$ cat src/rtl/alu_sequencer.sv
// Initiator for an external ALU: accepts a command, holds operands for SETTLE cycles,
// captures Y and flags, then offers them downstream with a saturating count and sticky C/V.
module alu_sequencer #(
  parameter int A_W    = 2,
  parameter int B_W    = 4,
  parameter int SETTLE = 1,
  parameter int CNT_W  = 8
) (
  input  logic             clk,
  input  logic             rst_n,
  input  logic             cmd_valid,
  output logic             cmd_ready,
  input  logic [A_W-1:0]   cmd_a,
  input  logic [B_W-1:0]   cmd_b,
  input  logic [1:0]       cmd_op,
  output logic [A_W-1:0]   alu_a,
  output logic [B_W-1:0]   alu_b,
  output logic [1:0]       alu_op,
  input  logic [B_W-1:0]   alu_y,
  input  logic             alu_z,
  input  logic             alu_n,
  input  logic             alu_c,
  input  logic             alu_v,
  output logic             res_valid,
  input  logic             res_ready,
  output logic [B_W-1:0]   res_y,
  output logic [3:0]       res_flags,
  output logic [1:0]       res_op,
  output logic [CNT_W-1:0] op_count,
  output logic             sticky_c,
  output logic             sticky_v,
  input  logic             clr_sticky
);

  typedef enum logic [1:0] {INIT, IDLE, SETTLE_WAIT, RESULT} state_t;

  localparam logic [3:0]       SETTLE_LOAD = 4'(SETTLE - 1);
  localparam logic [CNT_W-1:0] CNT_MAX     = '1;

  state_t     state;
  logic [3:0] settle_cnt;

  always_ff @(posedge clk or negedge rst_n) begin
    if (!rst_n) begin
      state      <= INIT;
      settle_cnt <= '0;
      cmd_ready  <= 1'b0;
      res_valid  <= 1'b0;
      alu_a      <= '0;
      alu_b      <= '0;
      alu_op     <= '0;
      res_y      <= '0;
      res_flags  <= '0;
      res_op     <= '0;
      op_count   <= '0;
      sticky_c   <= 1'b0;
      sticky_v   <= 1'b0;
    end else begin
      // A clear is overridden below if the same edge captures a set flag.
      if (clr_sticky) begin
        sticky_c <= 1'b0;
        sticky_v <= 1'b0;
      end
      case (state)
        INIT: begin
          state     <= IDLE;
          cmd_ready <= 1'b1;
        end
        IDLE: begin
          if (cmd_valid && cmd_ready) begin
            alu_a      <= cmd_a;
            alu_b      <= cmd_b;
            alu_op     <= cmd_op;
            settle_cnt <= SETTLE_LOAD;
            cmd_ready  <= 1'b0;
            state      <= SETTLE_WAIT;
          end
        end
        SETTLE_WAIT: begin
          if (settle_cnt == 4'd0) begin
            res_y     <= alu_y;
            res_flags <= {alu_z, alu_n, alu_c, alu_v};
            res_op    <= alu_op;
            res_valid <= 1'b1;
            state     <= RESULT;
            if (alu_c) sticky_c <= 1'b1;
            if (alu_v) sticky_v <= 1'b1;
          end else begin
            settle_cnt <= settle_cnt - 4'd1;
          end
        end
        RESULT: begin
          if (res_ready) begin
            res_valid <= 1'b0;
            if (op_count != CNT_MAX) op_count <= op_count + CNT_W'(1);
            cmd_ready <= 1'b1;
            state     <= IDLE;
          end
        end
        default: state <= INIT;
      endcase
    end
  end

endmodule

$ cat config.mk
export PLATFORM = sky130hd
export DESIGN_NAME = alu_sequencer
export DESIGN_NICKNAME = d
export VERILOG_FILES = /design/src/rtl/alu_sequencer.sv
export SDC_FILE = /design/constraint.sdc
export NUM_CORES = 1
export LEC_CHECK = 0
export CAP_MARGIN = 30
export CORE_AREA = 2 2 44 87
export CTS_BUF_LIST = sky130_fd_sc_hd__clkbuf_16
export DETAILED_ROUTE_END_ITERATION = 10
export DIE_AREA = 0 0 46 89
export PLACE_DENSITY_LB_ADDON = 0.25
export REMOVE_ABC_BUFFERS = 1
export SLEW_MARGIN = 0
export SYNTH_ARGS = -nofsm -noshare
export SYNTH_HDL_FRONTEND = slang
export SYNTH_SLANG_ARGS = --single-unit
$ cat constraint.sdc
create_clock -name clk -period 3.6 [get_ports clk]
set_input_delay 0.72 -clock clk [delete_from_list [all_inputs] [get_ports clk]]
set_output_delay 0.72 -clock clk [all_outputs]
set_load 0.1 [all_outputs]
# [Word level (Yosys, flattened, before mapping)]
# Index checks and enable logic that the tools add are counted.
[totals] reg_bits=36 input_bits=21 out_inout_bits=30 word_cells=57
[op_classes] add_sub_neg=2 eq_ne=8 muxes=21 reduce_logical=13
[ops] op="$reduce_and 3->1" n=5
[ops] op="$mux 1" n=12
[ops] op="$add 8x1->8 const B" n=1
[ops] op="$mux 4" n=2
[ops] op="$ne 2x2->1 const B" n=4
[ops] op="$ne 8x8->1 const B" n=1
[ops] op="$pmux 2 s4" n=1
[ops] op="$pmux 4 s2" n=1
[ops] op="$mux 2" n=3
[ops] op="$eq 2x2->1 const B" n=2
[ops] op="$logic_not 4->1" n=1
[ops] op="$reduce_and 2->1" n=2
[ops] op="$reduce_bool 2->1" n=2
[ops] op="$sub 4x1->4 const B" n=1
[ops] op="$pmux 1 s3" n=1
[ops] op="$reduce_bool 3->1" n=1
[ops] op="$eq 2x1->1 const B" n=1
[ops] op="$logic_not 2->1" n=1
[ops] op="$pmux 1 s2" n=1
[ops] op="$logic_and 1x1->1" n=1

# [Longest topological paths before layout]
[logic_depth] word_depth=4 ltp_mapped=7 ltp_nobuf=6

# [Worst setup path before layout]
# OpenSTA, ideal clock, no wires.
[synth_path] kind="register to register" from="register op_count[0]" to="register op_count[1]" setup_ns=0.126 arrival_ns=1.991 t_required_ns=3.474 slack_ns=1.483 path_stages_with_launch=5 n_path_buf=0 synth_period_minus_slack_ns=2.117 path_cell_list="dfrtp_1 -> ha_1 -> nand2_1 -> o21ai_1 -> mux2_2"
[synth_via] elab_chain_len=2 elab_cells_between_ends=3 classes_between="1 x add/sub; 1 x eq/ne; 1 x reduce/logical"
[synth_lines] item="start, declared" line_no="29" text="output logic [CNT_W-1:0] op_count,"
[synth_lines] item="start signal, assigned" line_no="95" text="if (op_count != CNT_MAX) op_count <= op_count + CNT_W'(1);"
[synth_lines] item="branches (longest 2 deep; another with $add 8x1->8)"
# Parallel ways; which one is timed is not known.
# A chain may end at the register's enable or synchronous reset.

# [Worst setup path in the final report]
[layout_path] from="register op_count[2]" to="output port op_count[2]"
# No word-level cell between the ends.

==> impl_summary.log <==
[metrics] Skew-Pair Late Insertion Delay: 0.28 ns
[metrics] CTS Buf Count: 5
[metrics] number of failing setup endpoints in the final timing report: 0
[metrics] DRT iter0 DRCs: 22
[metrics] final net count: 221
[metrics] number of synthesized flops with an enable pin: 0
[metrics] count of buffers from port buffering: 50
[metrics] Hold Crit Class: flop to flop
[metrics] Worst R2R Path Depth: 5
[metrics] distinct cell type count of the synthesized netlist: 36
[metrics] number of max-slew violations in the final report: 0
[metrics] clk sinks: 36
[metrics] combined flip-flop and latch cell area: 901 sq um
[metrics] Yosys reg bits: 36
[metrics] ys flop type: sky130_fd_sc_hd__dfrtp_1
[metrics] RSZ-0062 raised after global routing: no
[metrics] top-level I/O count: 51
[metrics] number of filler cells placed in the layout: 275
[metrics] number of DRC violations after detailed routing: 0
[metrics] number of warning messages in the yosys log: 0
[metrics] family with the most delay on the worst path: buffers and inverters
[metrics] most frequent cells in the layout: sky130_fd_sc_hd__clkdlybuf4s50_1 (49), sky130_fd_sc_hd__dfrtp_1 (36), sky130_fd_sc_hd__nand2_1 (13)
[metrics] first-pass GRT wire length: 6.02 mm
[metrics] worst reg-to-reg setup slack: 1.69 ns
[metrics] synthesized area: 1660 sq um
[metrics] post-layout minimum cycle time: 2.61 ns
[metrics] worst flop-to-flop path startpoint: settle_cnt[0]
[metrics] total number of vias: 1261
[metrics] aggregate negative setup slack: 0 ns
[metrics] Worst Path Required: 2.88 ns
[metrics] vias per cell: 5.53
[metrics] pin count of the biggest net entering global routing: 37
[metrics] Layout Utilization: 68.6%
[metrics] Worst path depth: 1
[metrics] Clock Pin Slew Worst Setup and Hold Paths: 0.05 ns
[metrics] reg2reg end: res_op[1]
[metrics] Clk Tree Root Cell: sky130_fd_sc_hd__clkbuf_16
[metrics] Initial Util: 49.1%
[metrics] width of the die: 46 um
[metrics] die height: 89 um
[metrics] wire length reported by the detailed router: 3.67 mm
[metrics] footprint of the multi-input gates: 707 sq um
[metrics] actual transition at the worst max-transition pin: 0.994 ns
[metrics] Final Hold Vio Count: 0
[metrics] endpoint of the worst setup timing path: op_count[2]
[metrics] Post-CTS Repair Setup Buffers: 0
[metrics] skew final: 0.00172 ns
[metrics] Setup Crit Path Kind: flop to output port
[metrics] core area: 3380 sq um
[metrics] number of buffer and inverter stages on the critical path: 1
[metrics] post-detail-place hpwl: 2.75 mm
[metrics] overall global routing resource usage: 20.6%
[metrics] area overhead of the layout relative to synthesis: 39.6%
[metrics] Max Buffers Root-to-Sink: 2
[metrics] relative max-transition margin: 33.5%
[metrics] Remaining Overflow, GRT: 0
[metrics] quantity of gates resized following cts: 0
[metrics] maximum net fanout on the critical path: 6
[metrics] DRT Pass-1 Iters: 4
[metrics] Critical Path Start: op_count[2]
[metrics] fraction of post-synthesis cell area in the top cell type by area: 54.3%
[metrics] largest area contributor in the synthesized netlist: sky130_fd_sc_hd__dfrtp_1
[metrics] Die Footprint: 4090 sq um
[metrics] Final period util: 72.5%
[metrics] number of antenna violations at the first check in global routing: 0
[metrics] most common cell after layout, fill and taps aside: sky130_fd_sc_hd__clkdlybuf4s50_1
[metrics] number of H-tree levels: 2
[metrics] asr flop ratio synth: 100%
[metrics] via count of the first global-routing pass: 1307
[metrics] CP Data Arrival Time: 1.89 ns
[metrics] wire length per cell after detailed routing: 16.1 um
[metrics] Avg Synthesized Cell Area: 11.9 sq um
[metrics] total number of placement rows: 30
[metrics] count of hold buffers inserted by post-cts repair: 0
[metrics] Max stage delay cell, worst path: sky130_fd_sc_hd__clkdlybuf4s50_1
[metrics] leading cell types by total area after synthesis: sky130_fd_sc_hd__dfrtp_1 (54%), sky130_fd_sc_hd__mux2_2 (7.5%), sky130_fd_sc_hd__mux2_4 (4.5%), sky130_fd_sc_hd__ha_1 (3.8%), sky130_fd_sc_hd__nand2_1 (2.9%)
[metrics] outcome: completed
[metrics] kind of start point of the critical path: flop
[metrics] max-cap check violation count: 0
[metrics] n_diodes: 0
[metrics] register area share after synthesis: 54.3%
[metrics] Setup crit end kind: output port
[metrics] achievable frequency: 383 MHz
[metrics] Critical Path, Cell by Cell: clkdlybuf4s50_1
[metrics] longest individual stage delay on the worst path: 1.17 ns
[metrics] number of standard cells after synthesis: 139
[metrics] share of final-layout standard cells stronger than drive strength 1: 13.3%
[metrics] global placer's final weighted congestion: 0.811
[metrics] clock tree from TritonCTS: yes
[metrics] remaining antenna violation count: 0
## Yosys cell counts, drive strengths merged (2+ instances only)
library cell,instances
o21ai,11
mux2i,2
nand2,13
ha,5
mux2,18
nor2,5
and2,4
xnor2,3
or3,2
nand3,4
dfrtp,36
nor4,2
nor3,3
inv,10
a31oi,2
o22ai,2
a21oi,4
## layout make-up
cell class	count	area share (%)
Clock inverter	3	0.486
Multi-Input combinational cell	92	30.5
Sequential cell	36	38.9
Clock buffer	5	5.40
Timing Repair Buffer	50	21.4
Tap cell	32	1.73
Inverter	10	1.62
## how the worst min path moves through the flow
stage                             from      endpoint  slack (ns)  cells past startpoint
after floorplan                  rst_n      alu_a[0]        0.42                      0
after global placement    res_flags[3]  res_flags[3]        0.47                      1
after detailed placement  res_flags[3]  res_flags[3]        0.49                      1
after CTS                 res_flags[3]  res_flags[3]        0.50                      1
after global routing          alu_b[1]      alu_b[1]        0.53                      1
final                     res_flags[3]  res_flags[3]        0.50                      1
## cells by family (layout without fill, tap and decap cells)
kind of cell    count (synthesis)  in the layout  share of synthesized area, %
flops                          36             36                          54.3
mux                            20             20                          14.5
buf+inv                        11             68                          3.17
compound gates                 23             23                          8.29
simple gates                   40             40                          13.9
xor+xnor                        4              4                          2.11
fa+ha+maj                       5              5                          3.77
## per-stage QoR
stage	instance area, sq um	instances	hold WS [ns]	setup WS (ns)
after global routing	2320	228	0.528	0.969
after detailed placement	2180	220	0.493	1.31
after CTS	2320	228	0.505	1.00
after global placement	2180	220	0.474	1.32
after floorplan	1650	138	0.424	1.48
final	2320	228	0.500	0.992
## routing by layer
metal	share of wire (%)	track usage, %	vias to the layer above
li1	-	-	600
met1	37	22.1	624
met2	57	35.9	30
met3	3.4	4.85	7
met4	2.6	10.1	0
met5	0	0	-
## flip-flops by register name, summed over array words and instances, names as in the netlist
signal and count:
op_count 8, cmd_ready 1, state 2, settle_cnt 4, res_y 4, alu_op 2
sticky_v 1, sticky_c 1, res_op 2, res_flags 4, res_valid 1, alu_a 2
alu_b 4
Power is left out: the tool's default activity adds up to more than one toggle a clock period on the data nets, which glitch-free logic cannot reach.
==> RTL edit: new RTL, same settings <==
Encoding of `state_t`: now Gray code (2 bits for 4 states).
--- a/src/rtl/alu_sequencer.sv
+++ b/src/rtl/alu_sequencer.sv
@@ -33,5 +33,5 @@
 );
 
-  typedef enum logic [1:0] {INIT, IDLE, SETTLE_WAIT, RESULT} state_t;
+  typedef enum logic [1:0] {INIT = 2'b00, IDLE = 2'b01, SETTLE_WAIT = 2'b11, RESULT = 2'b10} state_t;
 
   localparam logic [3:0]       SETTLE_LOAD = 4'(SETTLE - 1);
Behaviour: same outputs for any inputs over 10 cycles, from zero or initial values and one cycle with rst_n low; not proved beyond that.
==> RTL edit against the unedited design <==
Largest cell class unchanged. Die area stayed put. Critical path type unchanged. Highest routed layer unchanged. Setup slack got worse by 0.0039 ns. Sequential cell count stayed put. Worst hold slack lost 0.011 ns. Area after synthesis decreased by 1.7%. Final area shrank 0.92%. Register-to-register slack got worse by 0.26 ns. Wire length is 3.0% lower. Fmax fell by 0.15%. Sequential share of layout area up 0.36 points.
Power is not shown: default switching activity piles up to over one toggle a cycle in this logic, so the estimate is an artifact.
==> RTL edit: results (changes against the unedited design) <==
dr.pass1.iters: 4  # unchanged
vias_per_cell: 5.61  # +1.5%
synth_compound_area_share_pct: 7.43  # -0.86 points
ys_seq_area_share_pct: 55.2  # +0.91 points
met1Wirelength_mm: 1.21  # -11%
grt.met1_usage_pct: 19.2  # -2.9 points
avgSynthCellArea_sq_um: 13.3  # +11%
globalplace.congestion: 0.769  # -5.2%
worstHoldStart: "res_valid"
gr-usage-met3_pct: 5.05  # +0.20 points
drt-initial-drc-count: 10  # -55%
grt_pass1_wl_mm: 5.53  # -8.0%
cp-startpoint: "op_count[6]"
wirelength_mm: 3.56  # -3.0%
dr.max_layer_used: "met4"
cts_buffers: 5  # unchanged
diodes: 0  # unchanged
grt_pass1_vias: 1248  # -4.5%
ys_async_sr_fraction_pct: 100  # unchanged
post_cts_buffers: 0  # unchanged
post-place-ws_ns: 1.27  # -0.0349 ns
num-fill-cells: 264  # -4.0%
dp_cells: 202  # -8.2%
min_path_type: "reg -> reg"
cp_max_fo: 6  # unchanged
ctsRootBufferMaster: "clkbuf_16"
synth_xor_area_share_pct: 2.15  # +0.036 points
rr_startpoint: "settle_cnt[1]"
grt_use_total_pct: 19.2  # -1.4 points
max_stage_delay_ns: 1.18
reg2reg_depth: 5  # unchanged
grt_use_met2_pct: 34.1  # -1.8 points
muxShareOfSynthArea_pct: 18.4  # +3.8 points
r2r-end: "res_y[3]"
die_h_um: 89  # unchanged
arrival_ns: 1.89  # about the same
cts_max_path_buffers: 2  # unchanged
rrSetupSlack_ns: 1.43  # -0.26 ns
holdWs_ns: 0.489  # -0.0111 ns
post_dp_cell_area_sq_um: 2130  # -2.2%
yosysUniqueCellTypes: 33  # -8.3%
wl_met2_mm: 2.04  # -3.0%
portBuffers: 50  # unchanged
synth_enable_flop_cells: 0  # unchanged
drive_above_1_share_pct: 17.4  # +4.2 points
tightest_slew_ns: 0.991  # -0.00219 ns
finalClockSkew_ns: 0.00448  # +0.00277 ns
wire_per_inst_um: 17.0  # +5.3%
yosys-top-cells-area: "dfrtp_1 (55%), mux2_2 (11%), mux2_4 (5.5%)"
clk_latency_ns: 0.28  # about the same
synthAdderAreaFrac_pct: 1.53  # -2.2 points
cts-resized-gates: 0  # unchanged
num-nets-final: 200  # -9.5%
whs_endpoint: "res_valid"
largest_register_ffs: 8  # unchanged
netlist_top_cells_count: "dfrtp_1 (36), mux2_2 (16), mux2_4 (6), nand2_1 (6), nand2b_1 (6)"
dr_wl_met3_um: 211  # +72%
hpwl_mm: 2.60  # -5.6%
outcome: "finished, final reports clean"
-- RTL edit: cell count changes after synthesis, sizes merged, moves of 4 or more --
| cell | unedited run | this run |
|---|---|---|
| nand2b | 1 | 6 |
| nand2 | 13 | 6 |
| inv | 10 | 4 |
| o21ai | 11 | 5 |
| mux2 | 18 | 22 |
-- RTL edit: final cells by class --
type | count | area, sq um | area share (%)
Timing Repair Buffer | 51 | 508 | 22.1
Multi-Input combinational cell | 79 | 669 | 29.2
Clock buffer | 5 | 125 | 5.45
Clock inverter | 3 | 37.5 | 1.63
Sequential cell | 36 | 901 | 39.2
Inverter | 4 | 15.0 | 0.654
Tap cell | 32 | 40.0 | 1.74
-- RTL edit: worst max path at each step --
stage                     cells past startpoint  slack, ns           to
after floorplan                               4       1.38  op_count[1]
after global placement                        3       1.31    alu_op[0]
after detailed placement                      3       1.27     alu_a[0]
after CTS                                     1       0.99  op_count[6]
after global routing                          1       0.94  op_count[6]
final                                         1       0.99  op_count[6]
